--- src/rtl/alu_pkg.sv ---
`default_nettype none
// ============================================================================
//  Package  : alu_pkg
//  Purpose  : Shared definitions for the EXE-stage ALU sharing logic:
//             EXE_CMD encodings, sequencer state type, NZCV bit positions.
//  Revision : 1.0  initial release
// ============================================================================
package alu_pkg;

  // EXE_CMD encodings understood by the execute ALU (0 = default, yields 0)
  localparam logic [3:0] MOV = 4'b0001;
  localparam logic [3:0] MVN = 4'b1001;
  localparam logic [3:0] ADD = 4'b0010;
  localparam logic [3:0] ADC = 4'b0011;
  localparam logic [3:0] SUB = 4'b0100;
  localparam logic [3:0] SBC = 4'b0101;
  localparam logic [3:0] AND = 4'b0110;
  localparam logic [3:0] ORR = 4'b0111;
  localparam logic [3:0] EOR = 4'b1000;

  // Sequencer states, explicitly encoded
  typedef enum logic [1:0] {
    IDLE = 2'd0,
    EXEC = 2'd1,
    RESP = 2'd2
  } state_t;

  // Bit positions inside a {N,Z,C,V} nibble
  localparam int unsigned NZCV_N = 3;
  localparam int unsigned NZCV_Z = 2;
  localparam int unsigned NZCV_C = 1;
  localparam int unsigned NZCV_V = 0;

endpackage
`default_nettype wire

--- src/rtl/rr_arbiter2.sv ---
`default_nettype none
// ============================================================================
//  Module   : rr_arbiter2
//  Purpose  : Two-way round-robin arbiter. Grant is one-hot among valid
//             inputs; on contention the port that did not win last time wins.
//             The history bit only moves when the grant is actually taken.
//  Revision : 1.0  initial release
// ============================================================================
module rr_arbiter2
  import alu_pkg::*;
(
  input  logic       clk,
  input  logic       rst,
  input  logic [1:0] valid,
  input  logic       accept,
  output logic [1:0] grant
);

  // Index of the most recently accepted port; 1 so port 0 wins first contention
  logic r_last;

  // One-hot grant: single requester wins outright, contention goes to !last
  always_comb begin
    grant = valid;
    if (valid == 2'b11) begin
      grant = r_last ? 2'b01 : 2'b10;
    end
  end

  // Remember the winner only when its request was really accepted
  always_ff @(posedge clk or posedge rst) begin
    if (rst) begin
      r_last <= 1'b1;
    end else if (accept) begin
      r_last <= grant[1];
    end
  end

endmodule
`default_nettype wire

--- src/rtl/alu_share_ctrl.sv ---
`default_nettype none
// ============================================================================
//  Module   : alu_share_ctrl
//  Purpose  : Shares the single EXE-stage ALU between the pipeline (port 0)
//             and the address/debug engine (port 1). Arbitrates, registers
//             operands, drives the ALU for one cycle, captures result and
//             flags, and returns a one-cycle response. Owns the NZCV register
//             and feeds its carry back into the ALU.
//  Revision : 1.0  initial release
// ============================================================================
module alu_share_ctrl
  import alu_pkg::*;
#(
  parameter int N_REQ = 2
) (
  input  logic                   clk,
  input  logic                   rst,
  input  logic [N_REQ-1:0]       req_valid,
  output logic [N_REQ-1:0]       req_ready,
  input  logic [N_REQ-1:0][31:0] req_val1,
  input  logic [N_REQ-1:0][31:0] req_val2,
  input  logic [N_REQ-1:0][3:0]  req_cmd,
  input  logic [N_REQ-1:0]       req_s,
  input  logic                   flush,
  output logic [N_REQ-1:0]       rsp_valid,
  output logic [31:0]            rsp_result,
  output logic [3:0]             rsp_status,
  output logic [31:0]            alu_val1,
  output logic [31:0]            alu_val2,
  output logic [3:0]             alu_cmd,
  output logic                   alu_c,
  input  logic [31:0]            alu_result,
  input  logic [3:0]             alu_status,
  output logic [3:0]             nzcv
);

  state_t           r_state;
  logic [31:0]      r_val1;
  logic [31:0]      r_val2;
  logic [3:0]       r_cmd;
  logic             r_s;
  logic             r_owner;
  logic [N_REQ-1:0] r_rsp_valid;
  logic [31:0]      r_rsp_result;
  logic [3:0]       r_rsp_status;
  logic [3:0]       r_nzcv;

  logic [1:0]       w_grant;
  logic             w_accept_state;
  logic             w_accept;
  logic             w_sel;
  logic             w_exec;
  logic             w_abort;

  rr_arbiter2 u_arb (
    .clk    (clk),
    .rst    (rst),
    .valid  (req_valid),
    .accept (w_accept),
    .grant  (w_grant)
  );

  // Handshake: accept only between ops; flush holds off the pipeline port.
  // Gated by reset so every output reads zero while reset is held.
  always_comb begin
    w_accept_state = !rst && ((r_state == IDLE) || (r_state == RESP));
    req_ready      = {w_accept_state & w_grant[1],
                      w_accept_state & w_grant[0] & ~flush};
    w_accept       = |(req_valid & req_ready);
    w_sel          = req_ready[1];
    w_exec         = (r_state == EXEC);
    w_abort        = w_exec && !r_owner && flush;
  end

  // ALU sees the held operands only while executing, zeros otherwise
  always_comb begin
    alu_val1 = w_exec ? r_val1 : 32'd0;
    alu_val2 = w_exec ? r_val2 : 32'd0;
    alu_cmd  = w_exec ? r_cmd  : 4'd0;
    alu_c    = r_nzcv[NZCV_C];
  end

  // Sequencer: accept -> EXEC -> RESP, with flush abort of pipeline ops
  always_ff @(posedge clk or posedge rst) begin
    if (rst) begin
      r_state      <= IDLE;
      r_val1       <= 32'd0;
      r_val2       <= 32'd0;
      r_cmd        <= 4'd0;
      r_s          <= 1'b0;
      r_owner      <= 1'b0;
      r_rsp_valid  <= '0;
      r_rsp_result <= 32'd0;
      r_rsp_status <= 4'd0;
      r_nzcv       <= 4'd0;
    end else begin
      r_rsp_valid <= '0;
      case (r_state)
        IDLE, RESP: begin
          if (w_accept) begin
            r_state <= EXEC;
            r_val1  <= req_val1[w_sel];
            r_val2  <= req_val2[w_sel];
            r_cmd   <= req_cmd[w_sel];
            r_s     <= req_s[w_sel];
            r_owner <= w_sel;
          end else begin
            r_state <= IDLE;
          end
        end
        EXEC: begin
          if (w_abort) begin
            r_state <= IDLE;
          end else begin
            r_state      <= RESP;
            r_rsp_result <= alu_result;
            r_rsp_status <= alu_status;
            r_rsp_valid  <= {r_owner, ~r_owner};
            if (r_s) begin
              r_nzcv <= alu_status;
            end
          end
        end
        default: r_state <= IDLE;
      endcase
    end
  end

  assign rsp_valid  = r_rsp_valid;
  assign rsp_result = r_rsp_result;
  assign rsp_status = r_rsp_status;
  assign nzcv       = r_nzcv;

endmodule
`default_nettype wire

--- config.mk ---
export PLATFORM = sky130hd
export DESIGN_NAME = alu_share_ctrl
export DESIGN_NICKNAME = d
export VERILOG_FILES = /design/src/rtl/alu_pkg.sv /design/src/rtl/rr_arbiter2.sv /design/src/rtl/alu_share_ctrl.sv
export SDC_FILE = /design/constraint.sdc
export NUM_CORES = 1
export LEC_CHECK = 0
export ABC_CLOCK_PERIOD_IN_PS = 6100
export BUFFER_PORTS_ARGS = -buffer_cell sky130_fd_sc_hd__buf_4
export CAP_MARGIN = 20
export CORE_MARGIN = 4
export CORE_UTILIZATION = 48
export CTS_CLUSTER_SIZE = 25
export DETAILED_ROUTE_END_ITERATION = 16
export GPL_ROUTABILITY_DRIVEN = 0
export PLACE_DENSITY = 0.95
export SLEW_MARGIN = 5
export SYNTH_ARGS = -nofsm -noshare
export SYNTH_HDL_FRONTEND = slang
export SYNTH_SLANG_ARGS = --single-unit
--- constraint.sdc ---
create_clock -name clk -period 6.1 [get_ports clk]
set_clock_uncertainty 0.05 [all_clocks]
set_input_delay 0.915 -clock clk [delete_from_list [all_inputs] [get_ports clk]]
set_output_delay 0.915 -clock clk [all_outputs]
set_load 0.05 [all_outputs]
==> impl_metrics.ini <==
[detailed_routing]
wl_per_cell_um = 20.1
dr.pass1.iters = 7
drt_iter0_markers = 416
ant_nets = 0
drc_errors = 0
via_count = 4747
via_per_inst = 5.58
wl_um = 17100

[global_routing]
met1_usage_pct = 30.0
grtUsageTotal_pct = 26.0
grt_pass1_wl_um = 26200
antenna_found_initial = 0
grt-busiest-layer = met2
grt_max_degree = 73
first_global_vias = 5141
met2_usage_pct = 44.4
overflow = 0
met3_usage_pct = 7.37

[timing]
drv_slew = 0
worst_slack_ns = 3.17
post-route-period-util_pct = 48.1
hold_viol = 0
worstMarginPinSlew_ns = 0.873
timing.slew.headroom_pct = 41.8
rsz0062_at_grt = no
setup_viol = 0
setup_tns_ns = 0
min_period_ns = 2.93
fmax_ghz = 0.341

[worst_setup_path]
r2r_cells = 5
cp-start-kind = flip-flop
r2r-end = r_val2[6]
worst-path-max-fanout = 69
crit_arrival_ns = 1.97
endpoint_kind = primary output
r2r_slack_ns = 3.45
path_class = flip-flop to primary output
r2r-start = r_state[0]
required_ns = 5.13

[place]
dp_hpwl_um = 11900
dp_slack_ns = 2.62
dp.cells = 816
portBuffers = 291

[finish]
stdcell_count = 851
drive_gt1_share_pct = 62.7
final_nets = 877
fillers = 708
diodes = 0
syn_to_final_growth_pct = 53.3

[cts]
root_buffer = clkbuf_8
cts_hold_buf = 0
clk_latency_ns = 0.51
tritoncts = done
cts.sinks = 115
ctsLongestPathBuffers = 2
cts_resized = 0
cts_buffers = 17
post_cts_buffers = 0
cts-htree-levels = 4
path_clk_slew_ns = 0.06

[synth]
syn_nets = 602
yosysWarnings = 0
ys_seq_area_share_pct = 53.8
syn-cell-area_um2 = 5350
syn_avg_cell_area_um2 = 12.6
synth_cells = 423
synth-seq-cells = 115
ys_types = 24

[floorplan]
coreArea_um2 = 10900
die_w_um = 114
rows = 38
dieArea_um2 = 12900
start_util_pct = 49.1
fp.dieH_um = 114
io-pin-count = 292

[power_and_ir_drop]
p_leak_nw = 3.77
peakVddDrop_mv = 0.321
pwr_density_cell_nw_per_um2 = 422

[outcome]
status = finished clean

[run]
max_cap_violations = 0

[hold_path]
hold_class = input port to async pin
## synth_stat cells
| library cell | instances | share of area [%] |
|---|---|---|
| nand3_1 | 1 | 0.094 |
| or3_1 | 69 | 8.1 |
| dfstp_2 | 1 | 0.49 |
| nor3_1 | 1 | 0.094 |
| buf_4 | 5 | 0.70 |
| mux2_2 | 40 | 8.4 |
| or2_1 | 1 | 0.12 |
| nor2_1 | 2 | 0.14 |
| nand2b_1 | 4 | 0.47 |
| clkbuf_2 | 6 | 0.56 |
| nand2_1 | 1 | 0.070 |
| a21bo_2 | 1 | 0.19 |
| o22ai_1 | 1 | 0.12 |
| clkbuf_1 | 21 | 1.5 |
| a21oi_4 | 2 | 0.61 |
| inv_1 | 3 | 0.21 |
| o21a_1 | 1 | 0.14 |
| and2_1 | 68 | 8.0 |
| o221a_2 | 69 | 15 |
| dfrtp_1 | 114 | 53 |
| buf_2 | 3 | 0.28 |
| nor4b_2 | 1 | 0.28 |
| and2b_1 | 1 | 0.14 |
| buf_6 | 7 | 1.5 |
## power breakdown
group,switching (mW),internal [mW]
Sequential,0.128,0.985
Clock,0.366,0.668
Combinational,0.800,0.513
## layout by cell type (no fill, tap or decap), types with 2 or more instances in the layout
cell,netlist,routed
dfrtp_1,114,114
and2_1,68,68
clkinvlp_4,0,4
mux2_2,40,40
inv_1,3,2
buf_16,0,2
or3_1,69,69
buf_4,5,295
o221a_2,69,69
clkbuf_16,0,16
nand2b_1,4,4
a21oi_4,2,2
bufinv_16,0,4
inv_6,0,3
clkinv_4,0,3
nor2_1,2,2
## worst max path at each step
stage                 startpoint           end  slack, ns  cells past startpoint
detailed placement           rst    r_val2[16]       2.62                      5
global route          r_state[1]  alu_val2[18]       3.02                      4
CTS                 u_arb.r_last  req_ready[1]       2.76                      3
finish                r_state[1]    alu_cmd[1]       3.17                      4
floorplan                    rst       nzcv[0]       2.09                      1
global placement             rst    r_val2[23]       2.71                      5
## kinds of logic (layout without fill, tap and decap cells)
group	Yosys count	after routing	synth area share, %
muxes	40	40	8.42
and+or+nand+nor	149	149	17.4
buffers and inverters	45	333	4.70
DFF	115	115	53.8
AOI/OAI and AO/OA	74	74	15.6
## per-layer routing
metal	routed length [um]	vias up	share of wire, %
li1	-	2129	-
met1	6230	2286	36
met2	8800	274	51
met3	1380	58	8.1
met4	695	0	4.1
met5	0	-	0
## sequential cells by signal, summed over array words and instances, names as in the netlist
register and cells:
r_cmd 4, rsp_valid 2, r_owner 1, r_s 1, rsp_result 32, u_arb.r_last 1
r_val1 32, r_val2 32, rsp_status 4, r_state 2, nzcv 4
## final cells by class
class	count	area [um2]	share of cell area, %
Tap cell	140	175	2.14
Clock inverter	14	203	2.47
Timing Repair Buffer	298	2290	27.9
Sequential cell	115	2880	35.1
Clock buffer	18	418	5.10
Multi-Input combinational cell	263	2220	27.1
Inverter	3	13.8	0.168
## per-stage QoR
step	power, mW	utilization (%)	area (um2)	hold WS [ns]
floorplan	1.99	-	5350	0.372
global placement	2.37	68.9	7500	0.398
detailed placement	2.42	68.9	7500	0.418
CTS	3.47	74.6	8120	0.448
global route	3.59	75.3	8200	0.478
finish	3.46	75.3	8200	0.447
## worst max-delay path, stage by stage (launching register included)
cell	delay, ns
dfrtp_1	0.37
and2b_1	0.18
buf_4	0.43
and2_1	0.24
buf_4	0.21
No activity file was read; power rests on OpenSTA's default activity.
